[src/rtl/gf180mcu_fd_io__bank_seq.sv]
// gf180mcu_fd_io__bank_seq
// Staggered enable sequencer for the IO ring pad banks. Once the ring supply
// reports good and an enable is requested, the per-bank input/output enables
// are raised one control at a time (IE before OE within a bank, bank 0 first),
// with GAP cycles between changes, to bound simultaneous-switching current.
// Turn-off walks the same controls back in exact reverse order. Loss of the
// synchronized supply-good collapses every control on the next edge.
//
// Ports:
//   CLK       sole clock, all state on the rising edge
//   RST       synchronous, active-high reset
//   PWR_OK    ring-supply-good (asynchronous, 2-flop synchronized internally)
//   EN_REQ    level request to sequence banks on
//   DIS_REQ   level request to sequence banks off (wins over EN_REQ)
//   IE_EN     per-bank input-enable  (registered)
//   OE_EN     per-bank output-enable (registered)
//   READY     all banks fully enabled
//   BUSY      settle / ramp-up / ramp-down in progress
//   PWR_FAIL  sticky: supply lost while any control was set or BUSY was high
module gf180mcu_fd_io__bank_seq #(
  parameter int NBANK  = 4,
  parameter int SETTLE = 8,
  parameter int GAP    = 16
) (
  input  logic             CLK,
  input  logic             RST,
  input  logic             PWR_OK,
  input  logic             EN_REQ,
  input  logic             DIS_REQ,
  output logic [NBANK-1:0] IE_EN,
  output logic [NBANK-1:0] OE_EN,
  output logic             READY,
  output logic             BUSY,
  output logic             PWR_FAIL
);

  // Control vector is interleaved: bit 2i = IE of bank i, bit 2i+1 = OE of bank i.
  localparam int CW    = 2 * NBANK;
  localparam int CMAX  = (SETTLE > GAP) ? SETTLE : GAP;
  localparam int CNT_W = $clog2(CMAX + 1);

  localparam logic [CNT_W-1:0] SETTLE_LD = CNT_W'(SETTLE - 1);
  localparam logic [CNT_W-1:0] GAP_LD    = CNT_W'(GAP - 1);
  localparam logic [CNT_W-1:0] CNT_ZERO  = {CNT_W{1'b0}};
  localparam logic [CNT_W-1:0] CNT_ONE   = CNT_W'(1);
  localparam logic [CW-1:0]    C_ZERO    = {CW{1'b0}};

  typedef enum logic [2:0] {
    ST_OFF    = 3'd0,
    ST_SETTLE = 3'd1,
    ST_UP     = 3'd2,
    ST_ON     = 3'd3,
    ST_DOWN   = 3'd4
  } state_t;

  state_t           state_r;
  logic [CW-1:0]    c_r;
  logic [CNT_W-1:0] cnt_r;
  logic             ready_r;
  logic             busy_r;
  logic             pwr_fail_r;
  logic             pok_meta_r;
  logic             pok_sync_r;   // synchronized supply-good (pok_s)

  logic             cnt_zero_s;
  logic             c_full_s;
  logic             c_any_s;
  logic [CW-1:0]    c_up_s;
  logic [CW-1:0]    c_dn_s;

  // Set the lowest clear bit: adding one carries through the trailing ones
  // and lands on the first zero, which the OR then keeps.
  function automatic logic [CW-1:0] set_lowest_clear(input logic [CW-1:0] v);
    return v | (v + CW'(1));
  endfunction

  // Clear the highest set bit, scanning from the top.
  function automatic logic [CW-1:0] clr_highest_set(input logic [CW-1:0] v);
    logic [CW-1:0] r;
    logic          found;
    r     = v;
    found = 1'b0;
    for (int i = CW - 1; i >= 0; i--) begin
      r[i]  = (!found && v[i]) ? 1'b0 : r[i];
      found = found | v[i];
    end
    return r;
  endfunction

  assign cnt_zero_s = (cnt_r == CNT_ZERO);
  assign c_full_s   = &c_r;
  assign c_any_s    = |c_r;
  assign c_up_s     = set_lowest_clear(c_r);
  assign c_dn_s     = clr_highest_set(c_r);

  // Two-flop synchronizer for the asynchronous supply-good input.
  always_ff @(posedge CLK) begin
    if (RST) begin
      pok_meta_r <= 1'b0;
      pok_sync_r <= 1'b0;
    end else begin
      pok_meta_r <= PWR_OK;
      pok_sync_r <= pok_meta_r;
    end
  end

  // Sequencer FSM: supply loss overrides everything, then DIS_REQ beats EN_REQ.
  always_ff @(posedge CLK) begin
    if (RST) begin
      state_r    <= ST_OFF;
      c_r        <= C_ZERO;
      cnt_r      <= CNT_ZERO;
      ready_r    <= 1'b0;
      busy_r     <= 1'b0;
      pwr_fail_r <= 1'b0;
    end else if (!pok_sync_r) begin
      // Failure is only flagged if something was actually powered or moving.
      pwr_fail_r <= pwr_fail_r | c_any_s | busy_r;
      state_r    <= ST_OFF;
      c_r        <= C_ZERO;
      cnt_r      <= CNT_ZERO;
      ready_r    <= 1'b0;
      busy_r     <= 1'b0;
    end else begin
      case (state_r)
        ST_OFF: begin
          if (EN_REQ && !DIS_REQ) begin
            state_r    <= ST_SETTLE;
            cnt_r      <= SETTLE_LD;
            busy_r     <= 1'b1;
            pwr_fail_r <= 1'b0;
          end else begin
            state_r <= ST_OFF;
            c_r     <= C_ZERO;
            ready_r <= 1'b0;
            busy_r  <= 1'b0;
          end
        end
        ST_SETTLE: begin
          if (DIS_REQ) begin
            state_r <= ST_OFF;
            busy_r  <= 1'b0;
          end else if (cnt_zero_s) begin
            state_r <= ST_UP;
            c_r     <= c_up_s;
            cnt_r   <= GAP_LD;
          end else begin
            cnt_r <= cnt_r - CNT_ONE;
          end
        end
        ST_UP: begin
          if (DIS_REQ) begin
            // DOWN entry: first control drops on this very edge.
            state_r <= ST_DOWN;
            c_r     <= c_dn_s;
            cnt_r   <= GAP_LD;
            ready_r <= 1'b0;
            busy_r  <= 1'b1;
          end else if (cnt_zero_s) begin
            if (c_full_s) begin
              state_r <= ST_ON;
              ready_r <= 1'b1;
              busy_r  <= 1'b0;
            end else begin
              c_r   <= c_up_s;
              cnt_r <= GAP_LD;
            end
          end else begin
            cnt_r <= cnt_r - CNT_ONE;
          end
        end
        ST_ON: begin
          if (DIS_REQ) begin
            state_r <= ST_DOWN;
            c_r     <= c_dn_s;
            cnt_r   <= GAP_LD;
            ready_r <= 1'b0;
            busy_r  <= 1'b1;
          end else begin
            state_r <= ST_ON;
          end
        end
        ST_DOWN: begin
          // Requests are ignored until the ramp-down completes.
          if (cnt_zero_s) begin
            if (c_any_s) begin
              c_r   <= c_dn_s;
              cnt_r <= GAP_LD;
            end else begin
              state_r <= ST_OFF;
              busy_r  <= 1'b0;
            end
          end else begin
            cnt_r <= cnt_r - CNT_ONE;
          end
        end
        default: begin
          state_r <= ST_OFF;
          c_r     <= C_ZERO;
          cnt_r   <= CNT_ZERO;
          ready_r <= 1'b0;
          busy_r  <= 1'b0;
        end
      endcase
    end
  end

  // De-interleave the control register onto the per-bank outputs.
  for (genvar i = 0; i < NBANK; i++) begin : g_out
    assign IE_EN[i] = c_r[2*i];
    assign OE_EN[i] = c_r[2*i+1];
  end

  assign READY    = ready_r;
  assign BUSY     = busy_r;
  assign PWR_FAIL = pwr_fail_r;

endmodule

[config.mk]
export PLATFORM = sky130hd
export DESIGN_NAME = gf180mcu_fd_io__bank_seq
export DESIGN_NICKNAME = d
export VERILOG_FILES = /design/src/rtl/gf180mcu_fd_io__bank_seq.sv
export SDC_FILE = /design/constraint.sdc
export NUM_CORES = 1
export LEC_CHECK = 0
export CAP_MARGIN = 20
export CORE_MARGIN = 2
export CORE_UTILIZATION = 45
export DETAILED_ROUTE_END_ITERATION = 16
export DONT_BUFFER_PORTS = 1
export PLACE_DENSITY = 0.68
export SLEW_MARGIN = 40
export SYNTH_ARGS = -nofsm -noshare
export SYNTH_HDL_FRONTEND = slang
export SYNTH_SLANG_ARGS = --single-unit
[constraint.sdc]
create_clock -name CLK -period 2.5 [get_ports CLK]
set_clock_uncertainty 0.05 [all_clocks]
set_input_delay 0.25 -clock CLK [delete_from_list [all_inputs] [get_ports CLK]]
set_output_delay 0.25 -clock CLK [all_outputs]
set_load 0.02 [all_outputs]
==> results of run 1 <==
[registers in the layout, indices dropped and copies added (netlist names)]
register / count
pok_sync_r: 1
PWR_FAIL: 1
cnt_r: 5
c_r: 8
pok_meta_r: 1
BUSY: 1
state_r: 3
READY: 1
[metrics by stage]
stage	power [mW]	hold slack, ns	setup WS, ns	util
finish	0.5687	0.01228	0.06821	0.5355
CTS	0.5625	0.02588	0.01277	0.5252
global placement	0.3907	0.2742	0.07831	0.5095
detailed placement	0.3920	0.2746	-0.01078	0.5095
global route	0.5891	0.008635	0.001115	0.5355
floorplan	0.3808	0.2716	0.1628	-
[power breakdown]
group,leakage (nW),switching (mW),internal (mW)
Combinational,0.380,0.0287,0.0240
Clock,0.0150,0.115,0.0624
Sequential,0.171,0.00167,0.337
[area by class of cell]
class | instances | share of cell area
Multi-Input combinational cell | 148 | 0.5856
Sequential cell | 21 | 0.2608
Timing Repair Buffer | 19 | 0.08951
Tap cell | 44 | 0.03395
Clock buffer | 4 | 0.01620
Inverter | 6 | 0.01389
[placed cells by master, fill, tap and decap left out, types with 2 or more instances in the layout]
cell      synthesis  routed
o21ai_0          10      10
a31oi_1           6       6
nand4_1           2       2
nor3_1            9       9
dfxtp_2           0       2
and3_1            3       3
nor4_1            4       4
or4_1             2       2
o211ai_1          2       2
a41oi_1           3       3
or3_1             2       2
nor2_1           20      20
nor2b_1           9       9
nor3b_1           2       2
clkbuf_4          0       3
nand2b_1          6       6
a21oi_1          18      18
o21a_1            2       2
inv_1             6       5
nand2_1          10      10
o31ai_1           2       2
or3b_2            2       2
o22ai_1           3       3
dfxtp_1          21      19
buf_4             0      18
a211oi_1          8       7
[final timing paths]
path         startpoint          to  slack (ns)  depth (start not counted)
max reg2reg    cnt_r[1]      c_r[2]        0.07                          7
min              PWR_OK  pok_meta_r        0.01                          1
max            cnt_r[1]      c_r[2]        0.07                          7
min reg2reg  pok_meta_r  pok_sync_r        0.42                          1
[routing by layer]
metal | track usage | share of wire | up-vias
met4 | 0.09841 | 0.030 | 0
li1 | - | - | 728
met3 | 0.03030 | 0.049 | 21
met5 | 0 | 0 | -
met2 | 0.3960 | 0.48 | 69
met1 | 0.3184 | 0.44 | 715
[synth_stat cells (2+ instances only)]
master	instances
and3_1	3
nand4_1	2
nor3_1	9
o211ai_1	2
dfxtp_1	21
nor2_1	20
o21a_1	2
inv_1	6
nor3b_1	2
o22ai_1	3
a21oi_1	18
clkbuf_1	10
o31ai_1	2
a31oi_1	6
nor4_1	4
a41oi_1	3
o21ai_0	10
a211oi_1	8
nand2_1	10
nand2b_1	6
or3b_2	2
or3_1	2
or4_1	2
nor2b_1	9
[cell families after synthesis]
| kind of cell | share of synthesized area |
|---|---|
| AOI/OAI and AO/OA | 0.2985 |
| xor gates and xnor gates | 0.01240 |
| adders and majority gates | 0.008856 |
| buffers and inverters | 0.04252 |
| DFF | 0.2976 |
| muxes | 0.007971 |
| and+or+nand+nor | 0.3321 |
[critical path, stage by stage (launching register included)]
cell and delay (ns):
dfxtp_2 0.35, inv_1 0.08, ha_4 0.15, or4b_4 0.50, o21a_1 0.24, o21a_4 0.22
or4_4 0.52, a221oi_2 0.25
[timing repair]
item                                    4_1_cts  5_1_grt
setup buffers                                 1        2
endpoints found under the hold margin         3        0
endpoints found under the setup margin        1        1
resized for setup                             2        3
hold buffers                                  1        0
pin swaps                                     1        2
==> flow_summary_export.csv, run 1 <==
group,metric,value,unit
critical_path,criticalPathCategory,"reg2reg",
timing,max_slew_margin,0.5941,
finish,final_nets,205,
place,place_hpwl,2.868,mm
yosys,syn_area_per_cell,7.636,um^2
cts,cts_tree,"done",
power_and_ir_drop,cellPowerDensity,350.7,mW/mm^2
floorplanning,start_util,0.4665,
global_routing,antenna_found_initial,0,
cts,cts.reportedPaths.clkPinSlew,0.13,ns
global_routing,grt_max_degree,21,
floorplanning,die_h,60.03,um
cts,clk_latency,0.32,ns
floorplanning,core,0.003028,mm^2
yosys,synth_warnings,0,
detailed_routing,first_pass_iters,4,
yosys,synth_top_area_cell,"dfxtp_1",
place,dpl_cell_area,0.001543,mm^2
yosys,synth_edf_count,0,
worst_hold_path,hold_class,"in2reg",
finish,multi_input_area,949.7,um^2
timing,hold_violations,0,
critical_path,worstPathRequired,2.69,ns
finish,final_cell_area,0.001622,mm^2
timing,period_minus_slack,2.432,ns
timing,drv_slew,0,
critical_path,arrival,2.62,ns
yosys,ys_types,47,
cts,numCtsBuffers,3,
cts,cts.sinks,21,
detailed_routing,postRouteAntennaNets,0,
timing,min_period_over_period,0.9727,
power_and_ir_drop,p_leak,0.5657,nW
place,dp_cells,234,
cts,clockRootBuffer,"clkbuf_4",
yosys,synth-seq-cells,21,
timing,fin_setup_tns,0,ns
finish,fillers,275,
finish,seq_area,422.9,um^2
timing,worst_slew_pin_slew,0.6088,ns
floorplanning,die_w,60.03,um
cts,h-tree-depth,1,
finish,syn2layout_area_growth,14.79,%
global_routing,overflow,0,
yosys,synthFlopType,"dfxtp_1",
finish,insertedDiodeCount,0,
timing,setup_viol,0,
run_status,status,"finished clean",
critical_path,end_kind,"register",
yosys,synth.cell_area,0.001413,mm^2
detailed_routing,num_vias,1533,
global_routing,grt_pass1_wl,6.630,mm
global_routing,grt_usage,0.2414,
yosys,async_reset_ff_frac,0,
timing,fmax,411.2,MHz
critical_path,critical_path.max_fanout,6,
floorplanning,dieArea,0.003603,mm^2
yosys,synth_top_area_frac,0.2976,
global_routing,grt_pass1_vias,1484,
timing,rsz0062_at_grt,"no",
power_and_ir_drop,vdd_drop_max,0.2158,mV
place,routabilityCongestion,0.8622,
detailed_routing,drt_iter0_drc,93,
yosys,synth.top_cells.by_area,"dfxtp_1 30%, a21oi_1 6.4%, nor2_1 5.3%, a211oi_1 4.3%, nor2b_1 4.0%",
detailed_routing,routed_via_density,6.335,
finish,drive_above_1_share,0.1818,
yosys,synth_cells,185,
floorplanning,io_pins,16,
flow_run,max_cap_viol_count,0,
place,io_buffers,0,
detailed_routing,wirelength,3.946,mm
floorplanning,rows,20,
critical_path,cp-start-kind,"register",
finish,fin_cells,242,
detailed_routing,drcViolationCount,0,
cts,clockBufferDepth,2,
yosys,synth_nets,191,
yosys,seq_area_frac_synth,0.2976,
detailed_routing,wl_per_cell,16.31,um
No activity file was read; power rests on OpenSTA's default activity.
==> run 2, diff against run 1 <==
--- a/config.mk
+++ b/config.mk
@@ -8,6 +8,7 @@
 export CAP_MARGIN = 20
 export CORE_MARGIN = 2
 export CORE_UTILIZATION = 45
+export CTS_BUF_LIST = sky130_fd_sc_hd__clkbuf_4 sky130_fd_sc_hd__clkbuf_8
 export DETAILED_ROUTE_END_ITERATION = 16
 export DONT_BUFFER_PORTS = 1
 export PLACE_DENSITY = 0.68
==> flow_summary_export.csv, run 2 (synthesis gave the netlist of run 1 again) <==
group,metric,value,unit
run_status,status,"finished clean",
worst_hold_path,hold_class,"in2reg",
power_and_ir_drop,cellPowerDensity,354.3,mW/mm^2
timing,max_slew_margin,0.5930,
finish,largest_registers,"c_r (8), cnt_r (5), state_r (3)",
floorplanning,start_util,0.4665,
floorplanning,dieArea,0.003603,mm^2
power_and_ir_drop,swShare,0.2463,
critical_path,worstPathRequired,2.68,ns
finish,fillers,276,
critical_path,crit_chain,"inv_2, ha_4, or4b_4, o21a_1, o21a_4, or4_4, a221oi_2",
cts,cts_tree,"done",
timing,hold_violations,0,
floorplanning,core,0.003028,mm^2
timing,setup_ws,0.07630,ns
finish,largest_register,"c_r",
power_and_ir_drop,p_switching,141.8,uW
detailed_routing,routed_via_density,6.248,
cts,clockBufferDepth,2,
place,place_hpwl,2.868,mm
global_routing,grt_pass1_wl,6.617,mm
finish,insertedDiodeCount,0,
detailed_routing,drt_iter0_drc,107,
floorplanning,io_pins,16,
critical_path,criticalPathCategory,"reg2reg",
timing,period_minus_slack,2.424,ns
place,pre_cts_ws,-0.01078,ns
critical_path,cp-start-kind,"register",
detailed_routing,postRouteAntennaNets,0,
power_and_ir_drop,p_leak,0.5694,nW
cts,clk_latency,0.31,ns
power_and_ir_drop,vdd_drop_max,0.2360,mV
timing,drv_slew,0,
floorplanning,rows,20,
power_and_ir_drop,p_int,434.1,uW
timing,hold_ws,0.02392,ns
floorplanning,die_h,60.03,um
finish,final_common_cell,"nor2_1",
critical_path,arrival,2.60,ns
power_and_ir_drop,pwr-share-clk,0.320,
cts,cts.reportedPaths.clkPinSlew,0.13,ns
critical_path,end_kind,"register",
global_routing,antenna_found_initial,0,
finish,final_nets,205,
finish,final_cell_mix,"20 x nor2_1, 19 x dfxtp_1, 18 x a21oi_1, 18 x buf_4",
global_routing,grt_max_degree,21,
floorplanning,die_w,60.03,um
critical_path,critical_path.max_fanout,6,
detailed_routing,num_vias,1512,
cts,cts.sinks,21,
power_and_ir_drop,comb_power_share,0.092,
timing,setup_viol,0,
cts,h-tree-depth,1,
place,routabilityCongestion,0.8622,
detailed_routing,wirelength,3.951,mm
global_routing,overflow,0,
critical_path,crit_path_max_incr_delay,0.52,ns
timing,fmax,412.6,MHz
finish,drive_above_1_share,0.1919,
cts,clockRootBuffer,"clkbuf_4",
global_routing,grt_usage,0.2392,
detailed_routing,wl_per_cell,16.33,um
critical_path,slowest_stage,"or4_4",
place,io_buffers,0,
detailed_routing,drcViolationCount,0,
detailed_routing,first_pass_iters,4,
finish,syn2layout_area_growth,15.06,%
power_and_ir_drop,seqPwrFrac,0.588,
global_routing,grt_pass1_vias,1477,
timing,rsz0062_at_grt,"no",
cts,numCtsBuffers,3,
timing,min_period_over_period,0.9695,
timing,worst_slew_pin_slew,0.6105,ns
flow_run,max_cap_viol_count,0,
finish,largest_reg_flops,8,
-- run 2: cell count changes in the layout (fill, tap and decap cells not counted) --
cell      before  now
clkbuf_1       1    0
clkbuf_4       3    4
inv_1          5    4
inv_2          1    2
-- run 2: layout make-up --
| cell class | instances | area (um^2) | area share |
|---|---|---|---|
| inverters | 6 | 22.52 | 0.01386 |
| flip-flops and latches | 21 | 422.9 | 0.2602 |
| repair buffers | 19 | 145.1 | 0.08930 |
| clock buffers | 4 | 30.03 | 0.01848 |
| well taps | 44 | 55.05 | 0.03387 |
| multi-input cells | 148 | 949.7 | 0.5843 |
-- run 2: stage by stage --
| stage | cells | TNS [ns] | utilization | cell area (um^2) | total power [mW] |
|---|---|---|---|---|---|
| finish | 242 | 0 | 0.5368 | 1625 | 0.5759 |
| global route | 242 | 0 | 0.5368 | 1625 | 0.5990 |
| CTS | 240 | 0 | 0.5264 | 1594 | 0.5744 |
| detailed placement | 234 | -0.01078 | 0.5095 | 1543 | 0.3920 |
| global placement | 234 | 0 | 0.5095 | 1543 | 0.3907 |
| floorplan | 185 | 0 | - | 1413 | 0.3808 |
-- run 2: power groups by stage --
stage          Clock (mW)  Sequential, mW  Combinational, mW
2_1_floorplan           0           0.346             0.0350
4_1_cts             0.187           0.339             0.0492
6_report            0.184           0.339             0.0527
3_3_place_gp            0           0.346             0.0447
5_1_grt             0.202           0.339             0.0578
3_5_place_dp            0           0.346             0.0460
-- run 2: path summary, 6_finish.rpt --
kind         cells past startpoint          to  slack, ns        from
max                              7      c_r[2]       0.08    cnt_r[1]
min                              1  pok_meta_r       0.02      PWR_OK
max reg2reg                      7      c_r[2]       0.08    cnt_r[1]
min reg2reg                      1  pok_sync_r       0.41  pok_meta_r
-- run 2: routing by layer --
layer | GRT usage | routed length (um)
met2 | 0.3991 | 1870
met3 | 0.03030 | 304
met1 | 0.3170 | 1669
met4 | 0.07937 | 106
met5 | 0 | 0
-- run 2: repair_timing --
action / in CTS / in global routing
resized for setup: 2 / 4
pin swaps: 1 / 3
buffers inserted: 1 / 2
hold buffers: 1 / 0
gates cloned: 0 / 0
hold endpoints to repair: 3 / 0
endpoints found under the setup margin: 1 / 1
-- run 2: critical path, delay by kind of cell (launching register included) --
kind            cells  cell delay [ns]
compound gates      3             0.72
fa+ha+maj           1             0.15
flops               1             0.35
simple gates        2             1.02
buf+inv             1             0.06
==> patch: new RTL, settings of run 1 <==
`GAP`: 16 -> 32.
--- a/src/rtl/gf180mcu_fd_io__bank_seq.sv
+++ b/src/rtl/gf180mcu_fd_io__bank_seq.sv
@@ -22,3 +22,3 @@
   parameter int SETTLE = 8,
-  parameter int GAP    = 16
+  parameter int GAP    = 32
 ) (
Behaviour: same outputs for any inputs over 10 cycles, from zero or initial values and one cycle with RST high; that may be too few to reach the edited logic, so the function may still have changed.
==> patch against run 1 <==
  * Critical endpoint is now c_r[0]
  * Largest power group unchanged
  * Design area shrank 4.9%
  * Combinational power shrank 7.2%
  * Utilization shrank 2.2 points
  * Synthesized area shrank 0.97%
  * Highest routed layer unchanged
  * Non-clock buffer count shrank 5
  * Wire length shrank 7.3%
  * Setup slack gained 0.040 ns
  * Total power grew 6.0%
  * Sequential cell count grew 1
==> patch: results (changes against run 1) <==
| Metric | Value |
|---|---|
| Outcome | finished clean (unchanged) |
| Post-synthesis xor/xnor area fraction | 0.0313 (was 0.0124) |
| Register area share after synthesis | 0.315 (was 0.298) |
| GRT Resource Usage Total | 0.220 (was 0.241) |
| First drt pass iteration count | 4 (unchanged) |
| Via/cell ratio | 6.49 (was 6.33) |
| Critical path class | reg -> reg (unchanged) |
| Worst setup margin | 0.108 ns (was 0.0682 ns) |
| CTS Buf Count | 3 (unchanged) |
| Mapped Nets | 189 (was 191) |
| Adder-Cell Fraction of Synth Area | 0.00894 (was 0.00886) |
| Mux cell area share after synthesis | 0.0358 (was 0.00797) |
| CP arrival | 2.56 ns (was 2.62 ns) |
| Synth Area in Compound Gates | 0.267 (was 0.298) |
| Worst R2R Setup Slack | 0.11 ns (was 0.07 ns) |
| Distinct cells, synth | 50 (was 47) |
| First-pass GRT wire length | 6090 um (was 6630 um) |
| Synth async-reset ratio | 0 (unchanged) |
| Worst-skew pair later-pin latency | 0.30 ns (was 0.32 ns) |
| Worst VDD drop | 293 uV (was 216 uV) |
| Routed wl met3 | 200 um (was 195 um) |
| Met2 WL post-DR | 1790 um (was 1890 um) |
| Slowest CP cell | or3b_4 (was or4_4) |
| Cell family with the largest share of critical-path delay | compound AO/OA/AOI/OAI gates (was simple AND/OR/NAND/NOR gates) |
| HPWL after DPL | 2780 um (was 2870 um) |
| Area contributors post-synth | dfxtp_1 31%, a21oi_1 7.2%, nand2_1 5.1% (was dfxtp_1 30%, a21oi_1 6.4%, nor2_1 5.3%) |
| Final nets | 197 (was 205) |
| Regs by FF count | c_r: 8 flops, cnt_r: 6 flops, state_r: 3 flops (was c_r: 8 flops, cnt_r: 5 flops, state_r: 3 flops) |
| Main synth FF type | dfxtp_1 (unchanged) |
| Vias in the first global route | 1389 (was 1484) |
| Wire length per cell | 16.4 um (was 16.3 um) |
| LEAKAGE | 0.000537 uW (was 0.000566 uW) |
| Met1 wire length | 1610 um (was 1740 um) |
| Slew HR | 0.553 (was 0.594) |
| Final Hold Vio Count | 0 (unchanged) |
| Worst reg2reg path endpoint | c_r[0] (was c_r[2]) |
| Largest register by flop count | c_r (unchanged) |
| Gpl congestion | 0.830 (was 0.862) |
| Worst Path Max Fanout | 6 (unchanged) |
| Top cells by count, synth | 22 x dfxtp_1, 20 x a21oi_1, 19 x nand2_1 (was 21 x dfxtp_1, 20 x nor2_1, 18 x a21oi_1) |
| Clk root buf | clkbuf_4 (unchanged) |
| CP max stage delay | 0.40 ns (was 0.52 ns) |
| Largest net degree at the start of global routing | 24 (was 21) |
| Top sig layer | met4 (unchanged) |
| Hold Crit Class | in -> reg (unchanged) |
| Starting DRT DRC Count | 58 (was 93) |
| Share of cells above drive strength 1 | 0.116 (was 0.182) |
| Initial antenna violation count | 0 (unchanged) |
| Worst slack at placement | 0.0763 ns (was -0.0108 ns) |
| Placed Instance Area | 1480 sq um (was 1540 sq um) |
| P_sw | 139 uW (was 145 uW) |
| CP startpoint | cnt_r[0] (was cnt_r[1]) |
patch: changes by cell type after synthesis, moves of 3 or more:
| cell | delta |
|---|---|
| nand2_1 | +9 |
| a211oi_1 | -6 |
| mux2i_1 | +5 |
| nor2_1 | -5 |
| a31oi_1 | -4 |
| clkbuf_1 | -4 |
| a41oi_1 | -3 |
| inv_1 | -3 |
| nand2b_1 | -3 |
| nand3_1 | +3 |
| nor2b_1 | -3 |
| o221ai_1 | +3 |
patch: metrics by stage:
stage | util | std cells
6_report | 0.513 | 223
5_1_grt | 0.513 | 223
4_1_cts | 0.511 | 223
3_5_place_dp | 0.493 | 217
3_3_place_gp | 0.493 | 217
2_1_floorplan | - | 183
patch: timing repair:
item	4_1_cts	5_1_grt
resized for setup	0	4
setup endpoints to repair	0	4
hold buffers	2	0
buffers inserted	0	0
hold endpoints to repair	5	0
patch: worst min path at each step:
stage / slack [ns] / start / end / depth (start not counted)
floorplan: 0.27 / RST / PWR_FAIL / 1
global placement: 0.27 / RST / PWR_FAIL / 1
detailed placement: 0.27 / RST / PWR_FAIL / 1
CTS: 0.009 / PWR_OK / pok_meta_r / 1
global route: 0.02 / PWR_OK / pok_meta_r / 1
finish: 0.02 / PWR_OK / pok_meta_r / 1
patch: power groups by stage:
stage / Clock (uW) / Sequential, uW / Combinational, uW
CTS: 206 / 356 / 48.1
floorplan: 0 / 363 / 36.5
global placement: 0 / 363 / 42.9
global route: 217 / 356 / 53.8
detailed placement: 0 / 363 / 44.6
finish: 199 / 356 / 48.9
patch: routing by layer:
metal  global-route usage  vias up
met5                    0        -
met4               0.0921        0
met3               0.0411        6
met2                0.371       53
met1                0.274      686
li1                     -      702
patch: final cells by class:
class / instances / area, sq um
fill: 305 / 1460
multi-input combinational: 147 / 902
sequential: 22 / 440
timing repair buffer: 14 / 110
tap: 33 / 41.3
clock buffer: 4 / 36.3
inverter: 3 / 11.3
patch: cell families after synthesis:
kind of cell	count (synthesis)
xor gates and xnor gates	5
muxes	5
AOI/OAI and AO/OA	58
DFF	22
adders and majority gates	1
and+or+nand+nor	78
buffers and inverters	14
